<file path="src/rtl/de1_soc_qsys_trace_system_0_fabric_mux_if.sv">
// ==========================================================================
// de1_soc_qsys_trace_system_0_fabric_mux_if : streaming beat bus (valid/ready, data, channel, sop/eop). Rev 1.0
// ==========================================================================
`default_nettype none

interface de1_soc_qsys_trace_system_0_fabric_mux_if #(
  parameter int DATA_WIDTH    = 8,
  parameter int CHANNEL_WIDTH = 1
);
  logic                     valid;
  logic                     ready;
  logic [DATA_WIDTH-1:0]    data;
  logic [CHANNEL_WIDTH-1:0] channel;
  logic                     startofpacket;
  logic                     endofpacket;

  modport master (output valid, data, channel, startofpacket, endofpacket, input ready);
  modport slave  (input valid, data, channel, startofpacket, endofpacket, output ready);
endinterface

`default_nettype wire

</file>
<file path="src/rtl/de1_soc_qsys_trace_system_0_fabric_mux.sv">
// ==========================================================================
// de1_soc_qsys_trace_system_0_fabric_mux : 2:1 packet stream mux, macro TRACE_FABRIC_MUX_PACKET_LOCK_EN adds packet lock. Rev 1.0
// ==========================================================================
`default_nettype none

module de1_soc_qsys_trace_system_0_fabric_mux #(
  parameter int DATA_WIDTH       = 8,
  parameter int IN_CHANNEL_WIDTH = 1
) (
  input  wire logic                                clk,
  input  wire logic                                reset_n,
  de1_soc_qsys_trace_system_0_fabric_mux_if.slave  in0,
  de1_soc_qsys_trace_system_0_fabric_mux_if.slave  in1,
  de1_soc_qsys_trace_system_0_fabric_mux_if.master out
);

  logic [1:0]                       w_in_valid;
  logic [1:0]                       w_in_ready;
  logic [1:0]                       w_in_sop;
  logic [1:0]                       w_in_eop;
  logic [1:0][DATA_WIDTH-1:0]       w_in_data;
  logic [1:0][IN_CHANNEL_WIDTH-1:0] w_in_ch;

  logic [1:0]                       r_stg_valid;
  logic [1:0]                       r_stg_sop;
  logic [1:0]                       r_stg_eop;
  logic [1:0][DATA_WIDTH-1:0]       r_stg_data;
  logic [1:0][IN_CHANNEL_WIDTH-1:0] r_stg_ch;

  logic                             w_gnt;
  logic                             w_gnt_valid;
  logic                             w_out_free;
  logic                             w_xfer;
  logic                             w_locked;
  logic                             w_lock_port;
  logic [1:0]                       w_take;

  logic                             r_last_grant;
  logic                             r_out_valid;
  logic                             r_out_sop;
  logic                             r_out_eop;
  logic [DATA_WIDTH-1:0]            r_out_data;
  logic [IN_CHANNEL_WIDTH:0]        r_out_ch;

  assign w_in_valid = {in1.valid, in0.valid};
  assign w_in_sop   = {in1.startofpacket, in0.startofpacket};
  assign w_in_eop   = {in1.endofpacket, in0.endofpacket};
  assign w_in_data  = {in1.data, in0.data};
  assign w_in_ch    = {in1.channel, in0.channel};
  assign in0.ready  = w_in_ready[0];
  assign in1.ready  = w_in_ready[1];

  // A stage can refill in the same cycle its beat moves to the output stage.
  assign w_in_ready = w_take | ~r_stg_valid;

  always_ff @(posedge clk or negedge reset_n) begin
    if (!reset_n) begin
      r_stg_valid <= '0;
      r_stg_sop   <= '0;
      r_stg_eop   <= '0;
      r_stg_data  <= '0;
      r_stg_ch    <= '0;
    end else begin
      for (int i = 0; i < 2; i++) begin
        if (w_in_valid[i] && w_in_ready[i]) begin
          r_stg_valid[i] <= 1'b1;
          r_stg_sop[i]   <= w_in_sop[i];
          r_stg_eop[i]   <= w_in_eop[i];
          r_stg_data[i]  <= w_in_data[i];
          r_stg_ch[i]    <= w_in_ch[i];
        end else if (w_take[i]) begin
          r_stg_valid[i] <= 1'b0;
        end
      end
    end
  end

`ifdef TRACE_FABRIC_MUX_PACKET_LOCK_EN
  localparam logic [0:0] c_IDLE   = 1'b0;
  localparam logic [0:0] c_LOCKED = 1'b1;

  logic [0:0] r_state;
  logic [0:0] w_state_nxt;
  logic       r_lock_port;

  always_ff @(posedge clk or negedge reset_n) begin
    if (!reset_n) begin
      r_state     <= c_IDLE;
      r_lock_port <= 1'b0;
    end else begin
      r_state <= w_state_nxt;
      if (w_xfer && (r_state == c_IDLE)) begin
        r_lock_port <= w_gnt;
      end
    end
  end

  always_comb begin
    w_state_nxt = r_state;
    if (r_state == c_IDLE) begin
      if (w_xfer && !r_stg_eop[w_gnt]) w_state_nxt = c_LOCKED;
    end else begin
      if (w_xfer && r_stg_eop[w_gnt]) w_state_nxt = c_IDLE;
    end
  end

  assign w_locked    = (r_state == c_LOCKED);
  assign w_lock_port = r_lock_port;
`else
  assign w_locked    = 1'b0;
  assign w_lock_port = 1'b0;
`endif

  // Grant: fixed to the locked port mid-packet, otherwise round-robin.
  always_comb begin
    w_gnt       = 1'b0;
    w_gnt_valid = 1'b0;
    if (w_locked) begin
      w_gnt       = w_lock_port;
      w_gnt_valid = r_stg_valid[w_lock_port];
    end else begin
      w_gnt_valid = |r_stg_valid;
      if (&r_stg_valid) w_gnt = ~r_last_grant;
      else              w_gnt = r_stg_valid[1];
    end
  end

  assign w_out_free = out.ready | ~r_out_valid;
  assign w_xfer     = w_gnt_valid & w_out_free;
  assign w_take     = {w_xfer & w_gnt, w_xfer & ~w_gnt};

  always_ff @(posedge clk or negedge reset_n) begin
    if (!reset_n) begin
      r_last_grant <= 1'b1;
      r_out_valid  <= 1'b0;
      r_out_sop    <= 1'b0;
      r_out_eop    <= 1'b0;
      r_out_data   <= '0;
      r_out_ch     <= '0;
    end else if (w_xfer) begin
      r_last_grant <= w_gnt;
      r_out_valid  <= 1'b1;
      r_out_sop    <= r_stg_sop[w_gnt];
      r_out_eop    <= r_stg_eop[w_gnt];
      r_out_data   <= r_stg_data[w_gnt];
      r_out_ch     <= {w_gnt, r_stg_ch[w_gnt]};
    end else if (out.ready) begin
      r_out_valid  <= 1'b0;
    end
  end

  assign out.valid         = r_out_valid;
  assign out.data          = r_out_data;
  assign out.channel       = r_out_ch;
  assign out.startofpacket = r_out_sop;
  assign out.endofpacket   = r_out_eop;

endmodule

`default_nettype wire

</file>
<file path="src/flat_wrapper.sv">
// flat-port wrapper written by rule: the top's interface ports become plain ports
module de1_soc_qsys_trace_system_0_fabric_mux_flat 
#(
  parameter int DATA_WIDTH       = 8,
  parameter int IN_CHANNEL_WIDTH = 1
)
  (clk, reset_n, in0_valid, in0_data, in0_channel, in0_startofpacket, in0_endofpacket, in0_ready, in1_valid, in1_data, in1_channel, in1_startofpacket, in1_endofpacket, in1_ready, out_valid, out_data, out_channel, out_startofpacket, out_endofpacket, out_ready);
  de1_soc_qsys_trace_system_0_fabric_mux_if #(.DATA_WIDTH(DATA_WIDTH), .CHANNEL_WIDTH((1))) in0_i ();
  de1_soc_qsys_trace_system_0_fabric_mux_if #(.DATA_WIDTH(DATA_WIDTH), .CHANNEL_WIDTH((1))) in1_i ();
  de1_soc_qsys_trace_system_0_fabric_mux_if #(.DATA_WIDTH(DATA_WIDTH), .CHANNEL_WIDTH((1)+1)) out_i ();
  input  wire logic clk;
  input  wire logic reset_n;
  input wire logic [$bits(in0_i.valid)-1:0] in0_valid;
  input wire logic [$bits(in0_i.data)-1:0] in0_data;
  input wire logic [$bits(in0_i.channel)-1:0] in0_channel;
  input wire logic [$bits(in0_i.startofpacket)-1:0] in0_startofpacket;
  input wire logic [$bits(in0_i.endofpacket)-1:0] in0_endofpacket;
  output wire logic [$bits(in0_i.ready)-1:0] in0_ready;
  input wire logic [$bits(in1_i.valid)-1:0] in1_valid;
  input wire logic [$bits(in1_i.data)-1:0] in1_data;
  input wire logic [$bits(in1_i.channel)-1:0] in1_channel;
  input wire logic [$bits(in1_i.startofpacket)-1:0] in1_startofpacket;
  input wire logic [$bits(in1_i.endofpacket)-1:0] in1_endofpacket;
  output wire logic [$bits(in1_i.ready)-1:0] in1_ready;
  output wire logic [$bits(out_i.valid)-1:0] out_valid;
  output wire logic [$bits(out_i.data)-1:0] out_data;
  output wire logic [$bits(out_i.channel)-1:0] out_channel;
  output wire logic [$bits(out_i.startofpacket)-1:0] out_startofpacket;
  output wire logic [$bits(out_i.endofpacket)-1:0] out_endofpacket;
  input wire logic [$bits(out_i.ready)-1:0] out_ready;
  assign in0_i.valid = in0_valid;
  assign in0_i.data = in0_data;
  assign in0_i.channel = in0_channel;
  assign in0_i.startofpacket = in0_startofpacket;
  assign in0_i.endofpacket = in0_endofpacket;
  assign in0_ready = in0_i.ready;
  assign in1_i.valid = in1_valid;
  assign in1_i.data = in1_data;
  assign in1_i.channel = in1_channel;
  assign in1_i.startofpacket = in1_startofpacket;
  assign in1_i.endofpacket = in1_endofpacket;
  assign in1_ready = in1_i.ready;
  assign out_valid = out_i.valid;
  assign out_data = out_i.data;
  assign out_channel = out_i.channel;
  assign out_startofpacket = out_i.startofpacket;
  assign out_endofpacket = out_i.endofpacket;
  assign out_i.ready = out_ready;
  de1_soc_qsys_trace_system_0_fabric_mux #(.DATA_WIDTH(DATA_WIDTH), .IN_CHANNEL_WIDTH(IN_CHANNEL_WIDTH)) u_core (.clk(clk), .reset_n(reset_n), .in0(in0_i), .in1(in1_i), .out(out_i));
endmodule
</file>
<file path="config.mk">
export PLATFORM = sky130hd
export DESIGN_NAME = de1_soc_qsys_trace_system_0_fabric_mux_flat
export DESIGN_NICKNAME = d
export VERILOG_FILES = /design/src/rtl/de1_soc_qsys_trace_system_0_fabric_mux_if.sv /design/src/rtl/de1_soc_qsys_trace_system_0_fabric_mux.sv /design/src/flat_wrapper.sv
export SDC_FILE = /design/constraint.sdc
export NUM_CORES = 1
export LEC_CHECK = 0
export CAP_MARGIN = 20
export CORE_MARGIN = 2
export CORE_UTILIZATION = 50
export CTS_CLUSTER_DIAMETER = 30
export CTS_CLUSTER_SIZE = 14
export DETAILED_ROUTE_END_ITERATION = 8
export MAX_ROUTING_LAYER = met4
export PLACE_DENSITY = 0.79
export SYNTH_ARGS = -nofsm -noshare
export SYNTH_HDL_FRONTEND = slang
export SYNTH_SLANG_ARGS = --single-unit
</file>
<file path="constraint.sdc">
create_clock -name clk -period 1.6 [get_ports clk]
set_clock_uncertainty 0.05 [all_clocks]
set_input_delay 0.24 -clock clk [delete_from_list [all_inputs] [get_ports clk]]
set_output_delay 0.24 -clock clk [all_outputs]
set_load 0.05 [all_outputs]
</file>
# [Word-level counts from Yosys, hierarchy flattened]
# Cells that the tools add are included.
# Widths: inputs -> output; s select.
[totals] reg_bits=38
[classes] reduce_logical=7 bitwise=9 mux=15 n_lt_le_gt_ge=1
[ops] op="$mux 8" n=2
[ops] op="$mux 1" n=13
[ops] op="$reduce_bool 2->1" n=3
[ops] op="$and 1x1->1" n=3
[ops] op="$not 1->1" n=3
[ops] op="$logic_and 1x1->1" n=2
[ops] op="$lt 1x2->1 const B" n=1
[ops] op="$not 2->2" n=1
[ops] op="$or 2x2->2" n=1
[ops] op="$reduce_and 2->1" n=1
[ops] op="$reduce_or 2->1" n=1
[ops] op="$or 1x1->1" n=1

# [Longest topological paths before layout]
# Gate-level depths: netlist of run 1.
[depth] ltp_word=7 ltp_mapped=5

# [Worst setup path after synthesis of run 1]
# Ideal clock, no wire load.
[synth_path] path_type="reg-to-output" from="reg u_core.r_out_valid, in the netlist u_core.out.valid" to="out in0_ready" path_stages_with_launch=6 arrival_ns=1.566 slack_ns=-0.256 path_cell_list="dfrtp_1 nor2b_4 buf_6 o21a_1 buf_2 inv_1"
[synth_between] elab_chain_cells=5
[synth_lines] element="start: declaration" line="de1_soc_qsys_trace_system_0_fabric_mux.sv:39" source="logic r_out_valid;"
[synth_lines] element="start signal: assignment" line="de1_soc_qsys_trace_system_0_fabric_mux.sv:135" source="r_out_valid <= 1'b0;"
[synth_lines] element="start signal: assignment" line="de1_soc_qsys_trace_system_0_fabric_mux.sv:142" source="r_out_valid <= 1'b1;"
[synth_lines] element="start signal: assignment" line="de1_soc_qsys_trace_system_0_fabric_mux.sv:148" source="r_out_valid <= 1'b0;"
[synth_lines] element="$not 1->1" line="de1_soc_qsys_trace_system_0_fabric_mux.sv:128" source="assign w_out_free = out.ready | ~r_out_valid;"
[synth_lines] element="$or 1x1->1" line="de1_soc_qsys_trace_system_0_fabric_mux.sv:128"
[synth_lines] element="$and 1x1->1" line="de1_soc_qsys_trace_system_0_fabric_mux.sv:129" source="assign w_xfer = w_gnt_valid & w_out_free;"
[synth_lines] element="$and 1x1->1" line="de1_soc_qsys_trace_system_0_fabric_mux.sv:130" source="assign w_take = {w_xfer & w_gnt, w_xfer & ~w_gnt};"
[synth_lines] element="$or 2x2->2" line="de1_soc_qsys_trace_system_0_fabric_mux.sv:54" source="assign w_in_ready = w_take | ~r_stg_valid;"
[synth_lines] element="end: declaration" line="flat_wrapper.sv:18" source="output wire logic [$bits(in0_i.ready)-1:0] in0_ready;"
# Every way passes these cells.

# [Worst setup path in the final report of run 1]
[layout_path] from="reg u_core.r_last_grant" to="out in0_ready"
[layout_between] elab_chain_cells=5
[layout_lines] element="start: declaration" line="de1_soc_qsys_trace_system_0_fabric_mux.sv:38" source="logic r_last_grant;"
[layout_lines] element="start signal: assignment" line="de1_soc_qsys_trace_system_0_fabric_mux.sv:141" source="r_last_grant <= w_gnt;"
[layout_lines] element="$not 1->1" line="de1_soc_qsys_trace_system_0_fabric_mux.sv:123" source="if (&r_stg_valid) w_gnt = ~r_last_grant;"
[layout_lines] element="$mux 1" line="de1_soc_qsys_trace_system_0_fabric_mux.sv:123"
[layout_lines] element="$not 1->1" line="de1_soc_qsys_trace_system_0_fabric_mux.sv:130"
[layout_lines] element="$and 1x1->1" line="de1_soc_qsys_trace_system_0_fabric_mux.sv:130"
[layout_lines] element="$or 2x2->2" line="de1_soc_qsys_trace_system_0_fabric_mux.sv:54"
# Every way passes these cells.

==> results.yml, run 1 <==
outcome:
  outcome: "finished, violations left"
  violations: "setup timing"
global_routing:
  grt_max_degree: 39
  grt_pass1_wl_mm: 7.75
  grt_pass1_vias: 1695
  antenna_found_initial: 0
  track_usage_pct: 23.4
  grt_overflow: 0
floorplanning:
  fp-row-count: 22
  die_height_um: 67
  die_w_um: 67
  die-area_um2: 4490
  core_area_um2: 3740
  boundaryPins: 42
  start_util_pct: 53.0
yosys:
  synthesis.nets: 219
  synth_edf_count: 0
  synth_most_common_cell: "dfrtp_1"
  syn_area_um2: 1980
  ys_ff_latch: 38
  ys_types: 24
  synthMuxAreaShare_pct: 0
  ys_seq_area_share_pct: 48.0
  yosys-top-cells-count: "dfrtp_1 (37), nand2_1 (33), o211ai_1 (24), nand2b_1 (22), o21bai_1 (12)"
  yosys.area.top_type: "dfrtp_1"
  synth_warnings: 0
  async_reset_ff_share_pct: 100
  syn_avg_cell_area_um2: 10.3
  ys.flop_type: "dfrtp_1"
  synthAdderAreaFrac_pct: 0
  synth_top_family_by_area: "compound AO/OA/AOI/OAI gates"
  netlist_top_cells_area: "dfrtp_1 (47%), o211ai_1 (9.1%), nand2b_1 (6.9%)"
  yosys.area_share.simple_pct: 19.4
  synth_xor_area_share_pct: 0
  synthCells: 192
  synth-compound-area-share_pct: 26.7
  yosysTopAreaCellShare_pct: 46.7
timing:
  hold_viol_final: 0
  worst_pin_slew_ns: 0.360
  finalCritPeriodShare_pct: 107
  max_freq_mhz: 586
  slew_viol_final: 0
  finalCriticalPeriod_ns: 1.71
  hold_slack_ns: 0.272
  rsz0062_at_grt: "true"
  setup_viol: 2
  relSlewSlack_pct: 75.9
  setup_slack_ns: -0.107
setup_path:
  crit_path_end: "in0_ready"
  regToRegSetupSlack_ns: 0.05
  reg2reg_depth: 4
  path_max_fanout: 3
  path_depth: 4
  required_ns: 1.31
  arrival_ns: 1.42
  regToRegStartpoint: "u_core.r_last_grant"
  worstSetupPathType: "flop to output port"
  endpoint_kind: "output port"
  r2r_end: "u_core.r_stg_valid[0]"
  critPathBufInv: 2
  max_stage_delay_ns: 0.54
  cp_cell_sequence: "and2b_4 > o21a_4 > clkinvlp_4 > buf_8"
  crit_path_start_kind: "flop"
  startpoint: "u_core.r_last_grant"
  crit_family: "flip-flops"
  slowest_stage: "dfstp_2"
place:
  place_inst: 283
  gp_congestion: 0.777
  postPlaceCellArea_um2: 2480
  dp_hpwl_mm: 3.17
  io_buffers: 41
pwr:
  total_power_uw: 4320
  ir_worst_vdd_v: 0.00135
  p_per_area_nw_per_um2: 1640
  power_leakage_uw: 0.00114
route:
  drc: 0
  vias: 1654
  drtAntennaViolNets: 0
  wl_mm: 4.50
  post_drt_wl_per_cell_um: 15.2
  vias_per_cell: 5.61
  drtIter0Drc: 148
  drt-pass1-iter-count: 5
hold_path:
  hp-class: "input pin to async pin"
clock_tree:
  cts_buffers: 5
  cts_tree: "done"
  ctsRootBufferMaster: "clkbuf_8"
  worstSkewPairLatency_ns: 0.28
  postCtsHoldBufs: 0
  htreeDepth: 2
  clk_pin_slew_ns: 0.07
  numClockSinks: 38
  clk_path_buf_depth: 2
final_layout:
  areaGrowthSynthToFinish_pct: 32.3
  postLayoutCellArea_um2: 2630
  antenna_cells: 0
  nets: 274
  drive_gt1_share_pct: 27.9
  fin_cells: 295
job:
  maxCapViolCount: 0
## logic make-up (layout without fill, tap and decap cells)
family	Yosys count	count (layout)
flops	38	38
simple gates	74	74
compound gates	60	60
buf+inv	20	75
## report_power, final
group / internal, uW / switching, uW
registers: 1360 / 288
logic: 855 / 1200
clock network: 293 / 323
total: 2500 / 1810
## area by class of cell
type	instances	area, um2
clock buffers	5	68.8
clock inverters	2	10.0
fillers	310	1120
inverters	2	15.0
multi-input cells	134	926
flip-flops and latches	38	955
well taps	48	60.1
repair buffers	66	591
## worst register-to-register path, cell delays in order (launching register included)
cell and delay (ns):
dfstp_2 0.54, and2b_4 0.19, o21a_4 0.21, buf_4 0.18, or2_2 0.28
## metal layers
| layer | global-route usage, % | vias up | share of wire (%) |
|---|---|---|---|
| met1 | 29.5 | 799 | 44 |
| met2 | 38.0 | 48 | 50 |
| met4 | 7.40 | 0 | 1.1 |
| li1 | - | 801 | - |
| met3 | 4.39 | 6 | 4.8 |
| met5 | - | - | 0 |
## repair_timing
| action | 4_1_cts | 5_1_grt |
|---|---|---|
| setup buffers | 4 | 1 |
| pin swaps | 2 | 1 |
| endpoints found under the setup margin | 2 | 2 |
| resized for setup | 8 | 1 |
## state kept, by name, indices dropped and copies added (netlist names)
signal                    flops
u_core.r_stg_ch               2
u_core.out.endofpacket        1
u_core.r_stg_eop              2
u_core.out.channel            2
u_core.out.valid              1
u_core.r_last_grant           1
u_core.r_stg_sop              2
u_core.r_stg_data            16
u_core.out.startofpacket      1
u_core.r_stg_valid            2
u_core.out.data               8
## cells in the final DEF, fill, tap and decap left out
cell             Yosys  routed
buf_8                0       2
buf_6                4       1
or2_2                2       2
or3_1                1       1
nor3b_1              1       1
dfstp_2              1       1
nand2b_1            22      22
clkdlybuf4s50_1      0      25
clkbuf_8             0       5
and2b_4              1       1
dlygate4sd2_1        0       1
clkinvlp_4           0       2
and2_4               0       1
nor2b_4              1       1
buf_4                1      36
clkinv_2             0       2
nor3b_2              1       1
dfrtp_2              0       2
nand2_1             33      33
o21a_4               1       2
buf_12               0       1
dfrtp_1             37      35
nor3_1              11      11
o21bai_1            12      12
a21o_1               2       2
o211ai_2             9       9
o211ai_1            24      24
a221o_1             11      11
## worst min-delay path by stage
stage / from / to / depth (start not counted)
2_1_floorplan: reset_n / u_core.out.channel[0] / 0
3_3_place_gp: u_core.out.channel[1] / u_core.out.channel[1] / 1
3_5_place_dp: u_core.out.channel[1] / u_core.out.channel[1] / 1
4_1_cts: reset_n / u_core.r_stg_ch[1] / 2
5_1_grt: reset_n / u_core.r_stg_ch[1] / 2
6_report: reset_n / u_core.r_stg_data[9] / 2
## metrics by stage
step / setup WS (ns) / util [%] / TNS (ns)
2_1_floorplan: -0.0791 / - / -0.136
3_3_place_gp: -0.140 / 66.2 / -2.42
3_5_place_dp: -0.171 / 66.2 / -3.60
4_1_cts: -0.121 / 69.9 / -0.180
5_1_grt: -0.149 / 70.1 / -0.222
6_report: -0.107 / 70.1 / -0.145
(Power assumes the default switching activity.)
==> inputs of run 2 (changes only) <==
--- a/constraint.sdc
+++ b/constraint.sdc
@@ -3,3 +3,3 @@
 set_input_delay 0.24 -clock clk [delete_from_list [all_inputs] [get_ports clk]]
 set_output_delay 0.24 -clock clk [all_outputs]
-set_load 0.05 [all_outputs]
+set_load 0.02 [all_outputs]
==> run 2 against run 1 <==
  * The run still ends with setup timing left
  * Cell area rose by 2.4%
  * Die area is the same
  * Final cell count fell by 0.68%
  * Worst hold slack lost 0.080 ns
  * Clock-buffer cell count did not move
  * Global-route usage rose by 0.49 points
  * Sequential share of layout area decreased by 0.96 points
  * Total power is 3.3% lower
==> results.yml, run 2 (synthesis gave the netlist of run 1 again) <==
global_routing:
  grt_max_degree: 24
  grt_pass1_vias: 1665
  track_usage_pct: 23.9
  grt_pass1_wl_mm: 7.75
  grt_overflow: 0
  antenna_found_initial: 0
floorplanning:
  die-area_um2: 4490
  fp-row-count: 22
  die_w_um: 67
  boundaryPins: 42
  core_area_um2: 3740
  start_util_pct: 53.0
  die_height_um: 67
route:
  drc: 0
  drtIter0Drc: 113
  drt-pass1-iter-count: 4
  wl_mm: 4.56
  vias_per_cell: 5.58
  drtAntennaViolNets: 0
  post_drt_wl_per_cell_um: 15.5
  vias: 1635
pwr:
  clkPwrFrac_pct: 19.8
  p_int_uw: 2710
  switching_share_pct: 35.1
  total_power_uw: 4170
  switching_power_uw: 1460
  p_per_area_nw_per_um2: 1550
  power_leakage_uw: 0.00119
  ir_worst_vdd_v: 0.000879
  power_frac_seq_pct: 38.8
  combPwrFrac_pct: 41.3
outcome:
  violations: "setup timing"
  outcome: "finished, violations left"
setup_path:
  startpoint: "u_core.r_last_grant"
  regToRegStartpoint: "u_core.r_last_grant"
  r2r_end: "u_core.r_stg_valid[0]"
  arrival_ns: 1.39
  worstSetupPathType: "flop to output port"
  required_ns: 1.31
  path_max_fanout: 2
  crit_path_end: "in0_ready"
  crit_path_start_kind: "flop"
  regToRegSetupSlack_ns: -0.01
  endpoint_kind: "output port"
  reg2reg_depth: 5
clock_tree:
  worstSkewPairLatency_ns: 0.30
  postCtsHoldBufs: 0
  numClockSinks: 38
  cts_tree: "done"
  htreeDepth: 2
  cts_buffers: 5
  ctsRootBufferMaster: "clkbuf_8"
  clk_pin_slew_ns: 0.08
  clk_path_buf_depth: 2
hold_path:
  hp-class: "input pin to async pin"
final_layout:
  fin_cells: 293
  final_common_cell: "dfrtp_1"
  regMostFlops: "u_core.r_stg_data"
  drive_gt1_share_pct: 20.8
  largest_register_ffs: 16
  nets: 271
  postLayoutCellArea_um2: 2690
  antenna_cells: 0
  areaGrowthSynthToFinish_pct: 35.5
  final_cell_mix: "dfrtp_1 (37), clkdlybuf4s50_1 (34), nand2_1 (33), o211ai_1 (24), nand2b_1 (22)"
timing:
  finalCriticalPeriod_ns: 1.68
  worst_pin_slew_ns: 0.442
  relSlewSlack_pct: 70.4
  setup_viol: 3
  rsz0062_at_grt: "true"
  slew_viol_final: 0
  max_freq_mhz: 594
  hold_viol_final: 0
  finalCritPeriodShare_pct: 105
  setup_slack_ns: -0.0832
place:
  place_inst: 284
  io_buffers: 41
  postPlaceCellArea_um2: 2520
  gp_congestion: 0.828
  dp_hpwl_mm: 3.25
job:
  maxCapViolCount: 0
run 2: cell types whose count changed in the layout (fill, tap and decap cells not counted), moves of 2 or more:
cell / change
buf_4: -20
buf_6: +5
clkdlybuf4s50_1: +9
clkinv_2: -2
dfrtp_1: +2
dfrtp_2: -2
dlymetal6s2s_1: +5
run 2: layout make-up:
cell class,instances,area (um2)
Multi-Input combinational cell,134,930
Clock buffer,5,68.8
Timing Repair Buffer,63,626
Inverter,2,7.51
Clock inverter,3,45.0
Sequential cell,38,952
Tap cell,48,60.1
Fill cell,291,1050
run 2: power groups by stage:
stage	clock network (uW)	logic, uW	registers, uW
global placement	0	1650	1610
detailed placement	0	1690	1630
floorplan	0	893	1760
finish	828	1720	1620
CTS	841	1710	1620
global route	889	1890	1670
run 2: routing by layer:
metal / GRT usage [%] / routed length [um] / part of all wire (%) / vias to the layer above
li1: - / - / - / 790
met1: 30.6 / 1990 / 44 / 800
met2: 37.0 / 2290 / 50 / 38
met3: 5.74 / 191 / 4.2 / 7
met4: 8.42 / 81 / 1.8 / 0
met5: - / 0 / 0 / -
run 2: worst max-delay path, stage by stage (launching register included):
cell     delay, ns
dfstp_2       0.53
and2b_4       0.18
o21a_1        0.19
inv_1         0.07
buf_6         0.11
run 2: repair_timing:
| item | CTS | global route |
|---|---|---|
| endpoints found under the setup margin | 2 | 20 |
| buffers inserted | 0 | 1 |
| cloned | 0 | 0 |
| pin swaps | 0 | 1 |
| resized for setup | 14 | 13 |
run 2: worst min-delay path by stage:
stage | slack, ns | cells past startpoint | end
3_3_place_gp | 0.43 | 2 | u_core.r_stg_data[13]
4_1_cts | 0.20 | 1 | u_core.r_stg_valid[0]
2_1_floorplan | -0.11 | 0 | u_core.out.channel[0]
6_report | 0.19 | 1 | u_core.out.data[7]
5_1_grt | 0.22 | 1 | u_core.r_stg_valid[0]
3_5_place_dp | 0.43 | 1 | u_core.out.channel[1]
run 2: through the flow:
step | hold slack (ns) | util, % | setup TNS, ns | setup WS (ns)
global route | 0.221 | 71.8 | -0.246 | -0.123
finish | 0.192 | 71.8 | -0.141 | -0.0832
global placement | 0.429 | 67.2 | -3.84 | -0.364
detailed placement | 0.432 | 67.2 | -4.06 | -0.365
CTS | 0.204 | 70.4 | -0.131 | -0.0887
floorplan | -0.106 | - | 0 | 0.0763
